==> src/rtl/stepper_step_generator_if.sv <==
`default_nettype none
// ============================================================================
//  Module      : stepper_step_generator_if
//  Description : Step-request handshake between the motion controller
//                (master) and the step generator (slave).
//  Revision    : 1.0  initial release
// ============================================================================
interface stepper_step_generator_if;
    logic EnablexS;   // permits acceptance of new steps
    logic StepReqxS;  // step request (valid)
    logic StepDirxS;  // requested direction, 1 = positive
    logic StepAckxS;  // ready; handshake when StepReqxS & StepAckxS

    modport master (
        output EnablexS,
        output StepReqxS,
        output StepDirxS,
        input  StepAckxS
    );

    modport slave (
        input  EnablexS,
        input  StepReqxS,
        input  StepDirxS,
        output StepAckxS
    );
endinterface
`default_nettype wire

==> src/rtl/stepper_step_generator.sv <==
`default_nettype none
// ============================================================================
//  Module      : stepper_step_generator
//  Description : Turns single-step requests into STEP/DIR driver signals with
//                guaranteed pulse width, inter-pulse gap and direction setup,
//                and keeps a signed wrapping position counter.
//  Revision    : 1.0  initial release
// ============================================================================
module stepper_step_generator #(
    parameter int g_PulseWidth    = 256,
    parameter int g_PulseGap      = 256,
    parameter int g_DirSetup      = 64,
    parameter int g_CounterWidth  = 16,
    parameter int g_PositionWidth = 32
) (
    input  wire logic                        ClkxC,
    input  wire logic                        ResetxRN,
    stepper_step_generator_if.slave          s_step,
    output logic                             StepOutxS,
    output logic                             DirOutxS,
    output logic                             BusyxS,
    input  wire logic                        PosLoadxS,
    input  wire logic [g_PositionWidth-1:0]  PosLoadValxD,
    output logic      [g_PositionWidth-1:0]  PositionxD
);

    typedef enum logic [1:0] {
        S_IDLE       = 2'd0,
        S_DIR_SETUP  = 2'd1,
        S_PULSE_HIGH = 2'd2,
        S_PULSE_GAP  = 2'd3
    } state_t;

    // Counter reload values: each state lasts (value + 1) cycles.
    localparam logic [g_CounterWidth-1:0] c_PW_LOAD = g_CounterWidth'(g_PulseWidth - 1);
    localparam logic [g_CounterWidth-1:0] c_PG_LOAD = g_CounterWidth'(g_PulseGap - 1);
    localparam logic [g_CounterWidth-1:0] c_DS_LOAD = g_CounterWidth'(g_DirSetup - 1);

    state_t                     r_state;
    logic [g_CounterWidth-1:0]  r_cnt;
    logic                       r_step;
    logic                       r_dir;
    logic                       r_busy;
    logic                       r_rdy;     // registered "in IDLE and out of reset"
    logic [g_PositionWidth-1:0] r_pos;

    logic w_accept;
    logic w_cnt_zero;
    logic w_step_edge;

    assign w_accept   = r_rdy & s_step.EnablexS & s_step.StepReqxS;
    assign w_cnt_zero = (r_cnt == '0);

    // STEP rises either straight from IDLE (no direction change) or at the
    // end of the direction setup window; the position moves with that edge.
    assign w_step_edge = ((r_state == S_IDLE) && w_accept && (s_step.StepDirxS == r_dir)) ||
                         ((r_state == S_DIR_SETUP) && w_cnt_zero);

    assign s_step.StepAckxS = r_rdy & s_step.EnablexS;
    assign StepOutxS        = r_step;
    assign DirOutxS         = r_dir;
    assign BusyxS           = r_busy;
    assign PositionxD       = r_pos;

    // Step sequencing FSM with registered STEP/DIR/BUSY/ready outputs.
    always_ff @(posedge ClkxC or negedge ResetxRN) begin
        if (!ResetxRN) begin
            r_state <= S_IDLE;
            r_cnt   <= '0;
            r_step  <= 1'b0;
            r_dir   <= 1'b0;
            r_busy  <= 1'b0;
            r_rdy   <= 1'b0;
        end else begin
            case (r_state)
                S_IDLE: begin
                    if (w_accept) begin
                        r_rdy  <= 1'b0;
                        r_busy <= 1'b1;
                        if (s_step.StepDirxS == r_dir) begin
                            r_state <= S_PULSE_HIGH;
                            r_step  <= 1'b1;
                            r_cnt   <= c_PW_LOAD;
                        end else begin
                            r_state <= S_DIR_SETUP;
                            r_dir   <= s_step.StepDirxS;
                            r_cnt   <= c_DS_LOAD;
                        end
                    end else begin
                        r_rdy <= 1'b1;
                    end
                end
                S_DIR_SETUP: begin
                    if (w_cnt_zero) begin
                        r_state <= S_PULSE_HIGH;
                        r_step  <= 1'b1;
                        r_cnt   <= c_PW_LOAD;
                    end else begin
                        r_cnt <= r_cnt - 1'b1;
                    end
                end
                S_PULSE_HIGH: begin
                    if (w_cnt_zero) begin
                        r_state <= S_PULSE_GAP;
                        r_step  <= 1'b0;
                        r_cnt   <= c_PG_LOAD;
                    end else begin
                        r_cnt <= r_cnt - 1'b1;
                    end
                end
                S_PULSE_GAP: begin
                    if (w_cnt_zero) begin
                        r_state <= S_IDLE;
                        r_busy  <= 1'b0;
                        r_rdy   <= 1'b1;
                    end else begin
                        r_cnt <= r_cnt - 1'b1;
                    end
                end
                default: begin
                    r_state <= S_IDLE;
                    r_step  <= 1'b0;
                    r_busy  <= 1'b0;
                    r_rdy   <= 1'b0;
                end
            endcase
        end
    end

    // Position counter: a load overrides a coincident step update.
    always_ff @(posedge ClkxC or negedge ResetxRN) begin
        if (!ResetxRN) begin
            r_pos <= '0;
        end else if (PosLoadxS) begin
            r_pos <= PosLoadValxD;
        end else if (w_step_edge) begin
            r_pos <= r_dir ? (r_pos + 1'b1) : (r_pos - 1'b1);
        end
    end

endmodule
`default_nettype wire

==> src/flat_wrapper.sv <==
// flat-port wrapper written by rule: the top's interface ports become plain ports
module stepper_step_generator_flat 
#(
    parameter int g_PulseWidth    = 256,
    parameter int g_PulseGap      = 256,
    parameter int g_DirSetup      = 64,
    parameter int g_CounterWidth  = 16,
    parameter int g_PositionWidth = 32
)
  (ClkxC, ResetxRN, StepOutxS, DirOutxS, BusyxS, PosLoadxS, PosLoadValxD, PositionxD, s_step_EnablexS, s_step_StepReqxS, s_step_StepDirxS, s_step_StepAckxS);
  stepper_step_generator_if s_step_i ();
  input  wire logic ClkxC;
  input  wire logic ResetxRN;
  output logic StepOutxS;
  output logic DirOutxS;
  output logic BusyxS;
  input  wire logic PosLoadxS;
  input  wire logic [g_PositionWidth-1:0] PosLoadValxD;
  output logic      [g_PositionWidth-1:0] PositionxD;
  input wire logic [$bits(s_step_i.EnablexS)-1:0] s_step_EnablexS;
  input wire logic [$bits(s_step_i.StepReqxS)-1:0] s_step_StepReqxS;
  input wire logic [$bits(s_step_i.StepDirxS)-1:0] s_step_StepDirxS;
  output wire logic [$bits(s_step_i.StepAckxS)-1:0] s_step_StepAckxS;
  assign s_step_i.EnablexS = s_step_EnablexS;
  assign s_step_i.StepReqxS = s_step_StepReqxS;
  assign s_step_i.StepDirxS = s_step_StepDirxS;
  assign s_step_StepAckxS = s_step_i.StepAckxS;
  stepper_step_generator #(.g_PulseWidth(g_PulseWidth), .g_PulseGap(g_PulseGap), .g_DirSetup(g_DirSetup), .g_CounterWidth(g_CounterWidth), .g_PositionWidth(g_PositionWidth)) u_core (.ClkxC(ClkxC), .ResetxRN(ResetxRN), .s_step(s_step_i), .StepOutxS(StepOutxS), .DirOutxS(DirOutxS), .BusyxS(BusyxS), .PosLoadxS(PosLoadxS), .PosLoadValxD(PosLoadValxD), .PositionxD(PositionxD));
endmodule
==> config.mk <==
export PLATFORM = sky130hd
export DESIGN_NAME = stepper_step_generator_flat
export DESIGN_NICKNAME = d
export VERILOG_FILES = /design/src/rtl/stepper_step_generator_if.sv /design/src/rtl/stepper_step_generator.sv /design/src/flat_wrapper.sv
export SDC_FILE = /design/constraint.sdc
export NUM_CORES = 1
export LEC_CHECK = 0
export ABC_AREA = 1
export BUFFER_PORTS_ARGS = -buffer_cell sky130_fd_sc_hd__buf_2
export CORE_MARGIN = 2
export CORE_UTILIZATION = 64
export DETAILED_ROUTE_END_ITERATION = 16
export MAX_ROUTING_LAYER = met4
export PLACE_DENSITY_LB_ADDON = 0.1
export SLEW_MARGIN = 20
export SYNTH_ARGS = -nofsm -noshare
export SYNTH_HDL_FRONTEND = slang
export SYNTH_SLANG_ARGS = --single-unit
==> constraint.sdc <==
create_clock -name ClkxC -period 3.55 [get_ports ClkxC]
set_input_delay 0.1775 -clock ClkxC [delete_from_list [all_inputs] [get_ports ClkxC]]
set_output_delay 0.1775 -clock ClkxC [all_outputs]
set_load 0.03 [all_outputs]
==> results.toml, run 1 <==
[sta]
slew_viol_final = 0
final_hold_viol_count = 0
slew_headroom_pct = 38.2
rsz0062_at_grt = "no"
fin_crit_sh_pct = 77.1
setup_viol = 0
fmax_mhz = 366
period_minus_slack_ns = 2.74
skew_ns = 0.00979
tightestPinTransition_ns = 0.928
fin_tns_setup_ns = 0

[global_routing]
grt_use_met2_pct = 58.9
met1_usage_pct = 39.5
grt_overflow = 0
grt_pass1_vias = 5383
top_usage_layer = "met2"
grt_pass1_wl_um = 23300
grt.met3_usage_pct = 4.35
grt_max_degree = 56
antenna_found_initial = 0
track_usage_pct = 33.4

[route]
ant_nets = 0
firstDrtPassIters = 6
wl_per_cell_um = 13.0
routed_via_density = 5.24
vias = 5652
routed_wirelength_um = 14000
drc = 0
drt-initial-drc-count = 314

[yosys]
yosys-top-cells-area = "dfrtp_1 (25%), nand2_1 (25%), inv_1 (10%), ha_1 (8.5%), nor2_1 (7.3%)"
synthArstFlopShare_pct = 100
yosys_warnings = 0
syn_inst = 902
syn_nets = 977
yosys_most_used_dff = "dfrtp_1"
seq_area_frac_synth_pct = 25.4
syn_area_um2 = 5320
synth-edff-count = 0
yosysTopAreaCell = "dfrtp_1"
synth.distinct_cells = 33
synth_seq_cells = 54
yosysTopAreaCellShare_pct = 25.4
postSynthAreaPerCell_um2 = 5.89

[cts]
cts_tree = "yes"
clock_latency_ns = 0.32
cts.sinks = 54
root_buffer = "clkbuf_8"
path_clk_slew_ns = 0.11
cts-htree-levels = 2
max-clock-path-buffers = 2
cts_buffers = 5
cts_resized = 0

[critical_path]
crit_type = "flip-flop to flip-flop"
r2r_setup_slack_ns = 0.81
critPathMaxFanout = 20
rr_startpoint = "u_core.DirOutxS"
cp_data_required_time_ns = 3.77
start_kind = "flip-flop"
cp-startpoint = "u_core.DirOutxS"
critPathCaptureType = "flip-flop"
cp.arrival_ns = 2.96
r2r_cells = 12
r2r_end = "u_core.PositionxD[24]"

[min_path]
whs_path_depth = 3
min_path_type = "input pin to flip-flop"
min_to = "u_core.PositionxD[9]"
worstHoldStart = "PosLoadValxD[9]"

[cells_and_area]
fill_cells = 734
design_area_um2 = 5870
most-common-layout-cells = "nand2_1 (349), inv_1 (144), nor2_1 (103), buf_2 (73), nand3_1 (62)"
nets = 1047
post-route-util_pct = 72.1
n_antenna_cell = 0
fin_cells = 1078
mostFrequentLayoutCell = "nand2_1"
syn_to_final_growth_pct = 10.4
drive_gt1_share_pct = 11.4

[floorplan]
die_area_um2 = 9050
die_y_um = 95.1
coreArea_um2 = 8130
io_pins = 74
start_util_pct = 65.4
rows = 33
die_w_um = 95.1

[place]
io_buffers = 73
place_congestion = 0.982
dpl_cell_area_um2 = 5760
dp_hpwl_um = 11100
dpl.cell_count = 1069

[power]
leakagePower_uw = 0.00352
total_power_uw = 1600
power_density_nw_per_um2 = 272
ir_worst_vdd_mv = 0.209

[run_status]
status = "completed"

[run]
max_cap_viol_count = 0
-- how the worst max path moves through the flow --
stage | cells after the start | endpoint | slack, ns
6_report | 12 | u_core.PositionxD[24] | 0.81
5_1_grt | 12 | u_core.PositionxD[24] | 0.56
4_1_cts | 12 | u_core.PositionxD[27] | 0.85
3_5_place_dp | 12 | u_core.PositionxD[24] | 0.89
3_3_place_gp | 12 | u_core.PositionxD[27] | 0.97
2_1_floorplan | 13 | u_core.PositionxD[31] | 0.94
-- through the flow --
| step | hold slack (ns) | setup slack [ns] |
|---|---|---|
| after detailed placement | 0.169 | 0.888 |
| after global routing | 0.0989 | 0.556 |
| after floorplan | -0.118 | 0.936 |
| after global placement | 0.162 | 0.972 |
| final | 0.0831 | 0.815 |
| after CTS | 0.0950 | 0.848 |
-- synthesized netlist by cell type, types with 3 or more instances --
master and n:
nand2_1 349, o21bai_1 4, o21ai_1 6, dfrtp_1 54, buf_2 5, nor2_1 103
a21oi_1 31, mux2i_1 3, nand4_1 4, xor2_1 8, inv_1 144, clkbuf_1 6
ha_1 36, nor3_1 8, nand3_1 62, o211ai_1 4, o21ai_0 27, nor2_2 19
xnor2_1 11
-- routing by layer --
metal / up-vias / routed length [um]
met5: - / 0
met4: 0 / 319
met3: 30 / 812
met2: 184 / 6740
met1: 2523 / 6160
li1: 2915 / -
-- state kept, by name, indices dropped and copies added (netlist names) --
name / flops
u_core.PositionxD: 32
u_core.r_cnt: 16
u_core.r_state: 2
u_core.BusyxS: 1
u_core.DirOutxS: 1
u_core.StepOutxS: 1
u_core.r_rdy: 1
-- cells by family after synthesis --
kind of cell,after synthesis,share of synthesized area [%]
compound gates,76,7.67
xor+xnor,19,3.13
fa+ha+maj,37,8.85
buf+inv,160,11.7
flops,54,25.4
mux,3,0.565
simple gates,553,42.6
-- area by class of cell --
cell class                      instances  area [um2]  share of cell area, %
Clock buffer                            6        82.6                   1.41
Clock inverter                          2        16.3                  0.277
Inverter                              147         554                   9.45
Multi-Input combinational cell        688        3340                   56.9
Sequential cell                        54        1350                   23.0
Tap cell                              105         131                   2.24
Timing Repair Buffer                   76         390                   6.65
-- critical path: stages, from the launching register on --
cell     delay (ns)
dfrtp_1        0.47
inv_1          0.41
buf_4          0.38
ha_1           0.30
nand2_1        0.13
nor2_1         0.24
nand2_1        0.13
nor2_1         0.14
nand2_1        0.11
nand4_1        0.11
nand3_1        0.07
nand2_1        0.09
nand2_1        0.05
-- power by group --
group          switching (uW)  internal, uW  total, uW
Sequential               45.3           660        706
Combinational             337           159        496
Clock                     235           162        396
-- timing repair --
item	4_1_cts	5_1_grt
setup buffers	0	0
endpoints found under the hold margin	20	0
hold buffers	1	0
No activity file was read; power rests on OpenSTA's default activity.
==> inputs of run 2 (changes only) <==
Settings changed: CORE_UTILIZATION 64 to 59.
Clock period 3.55 ns to 2.6 ns, I/O delays scaled along.
==> run 2 against run 1 <==
Effect of this change: first-iteration DRC count decreased by 11%; global-route usage decreased by 4.6 points; sequential power increased by 37%; register-to-register slack got worse by 0.51 ns; setup slack got worse by 0.51 ns; die area increased by 8.1%; power increased by 36%; highest routed layer unchanged; largest power group unchanged; non-clock buffer count increased by 7; critical path depth increased by 2; hold slack got worse by 0.047 ns.
==> results.toml, run 2 (synthesis gave the netlist of run 1 again) <==
[place]
dp_hpwl_um = 10400
place_congestion = 0.962
io_buffers = 73

[floorplan]
coreArea_um2 = 8720
start_util_pct = 61.0
die_y_um = 98.9
die_w_um = 98.9
die_area_um2 = 9790
io_pins = 74
rows = 34

[sta]
fmax_mhz = 435
skew_ns = 0.00729
fin_crit_sh_pct = 88.4
final_hold_viol_count = 0
slew_headroom_pct = 58.4
rsz0062_at_grt = "no"
setup_viol = 0
period_minus_slack_ns = 2.30
slew_viol_final = 0
fin_tns_setup_ns = 0
tightestPinTransition_ns = 0.624

[cts]
max-clock-path-buffers = 2
root_buffer = "clkbuf_8"
cts-htree-levels = 2
cts.sinks = 54
cts_tree = "yes"
path_clk_slew_ns = 0.11
clock_latency_ns = 0.33
cts_buffers = 5

[cells_and_area]
fill_cells = 863
drive_gt1_share_pct = 12.2
syn_to_final_growth_pct = 12.0
nets = 1054
n_antenna_cell = 0
mostFrequentLayoutCell = "nand2_1"
most-common-layout-cells = "nand2_1 (349), inv_1 (143), nor2_1 (103), buf_2 (73), nand3_1 (62)"
largest_reg_flops = 32

[power]
leakagePower_uw = 0.00355
power_density_nw_per_um2 = 366
ir_worst_vdd_mv = 0.240
total_power_uw = 2180

[route]
drc = 0
drt-initial-drc-count = 280
firstDrtPassIters = 5
routed_via_density = 5.07
topRoutingLayerUsed = "met4"
wl_met1_um = 6320
vias = 5519
wl_per_cell_um = 12.1
ant_nets = 0
wl_met3_um = 709
wl_met2_um = 5960
routed_wirelength_um = 13200

[critical_path]
cp.arrival_ns = 2.52
r2r_cells = 14
rr_startpoint = "u_core.DirOutxS"
crit_type = "flip-flop to flip-flop"
critPathMaxFanout = 9
crit_path_end = "u_core.PositionxD[29]"
cp_data_required_time_ns = 2.82
r2r_setup_slack_ns = 0.30
r2r_end = "u_core.PositionxD[29]"
critPathCaptureType = "flip-flop"
cp-startpoint = "u_core.DirOutxS"
start_kind = "flip-flop"

[global_routing]
track_usage_pct = 28.7
grt_overflow = 0
grt_pass1_wl_um = 22700
antenna_found_initial = 0
grt_pass1_vias = 5116
grt_max_degree = 56

[min_path]
min_path_type = "input pin to flip-flop"

[run]
max_cap_viol_count = 0

[run_status]
status = "completed"
## run 2: metal layers
metal	vias up	track usage, %
met5	-	-
met4	0	6.01
met3	13	2.98
met2	137	47.4
met1	2448	38.5
li1	2921	-
## run 2: how the worst min path moves through the flow
stage                           from                    end  cells after the start
floorplan                   ResetxRN          u_core.BusyxS                      0
global placement            ResetxRN   u_core.PositionxD[7]                      1
detailed placement          ResetxRN   u_core.PositionxD[7]                      1
CTS                 PosLoadValxD[10]  u_core.PositionxD[10]                      3
global route         PosLoadValxD[9]   u_core.PositionxD[9]                      3
finish              PosLoadValxD[10]  u_core.PositionxD[10]                      3
## run 2: cell type report
type / instances / area (um2) / share of cell area, %
Clock buffer: 6 / 82.6 / 1.39
Clock inverter: 2 / 16.3 / 0.273
Inverter: 147 / 558 / 9.37
Multi-Input combinational cell: 688 / 3340 / 56.1
Sequential cell: 54 / 1350 / 22.7
Tap cell: 108 / 135 / 2.27
Timing Repair Buffer: 83 / 468 / 7.86
## run 2: critical path, cell delays in order, from the launching register on
cell	delay, ns
dfrtp_2	0.41
clkinvlp_4	0.13
buf_12	0.16
ha_1	0.38
or2_2	0.31
nand3_1	0.09
nand2_1	0.09
nand2_1	0.08
nand2_1	0.11
nand2_1	0.11
nand2_1	0.06
nand2_1	0.06
nand3_1	0.06
nand2_1	0.07
nand2_1	0.05
## run 2: where the power goes
part | leakage [uW] | total [uW] | switching [uW] | internal (uW)
combinational | 0.00288 | 671 | 452 | 219
sequential | 0.000624 | 967 | 65.5 | 902
clock | 0.0000478 | 543 | 323 | 221
## run 2: timing repair
item | in CTS | in global routing
endpoints found under the setup margin | 0 | 1
endpoints found under the hold margin | 25 | 0
hold buffers | 1 | 0
gates resized for setup | 0 | 0
setup buffers | 0 | 1
## run 2: metrics by stage
stage,setup slack (ns),area [um2],instances,util (%),hold slack (ns)
2_1_floorplan,0.101,5320,902,-,-0.166
3_3_place_gp,0.268,5820,1078,66.8,-0.00908
3_5_place_dp,0.258,5820,1078,66.8,-0.0120
4_1_cts,0.234,5930,1087,68.0,0.0388
5_1_grt,0.145,5950,1088,68.3,0.0582
6_report,0.302,5950,1088,68.3,0.0362
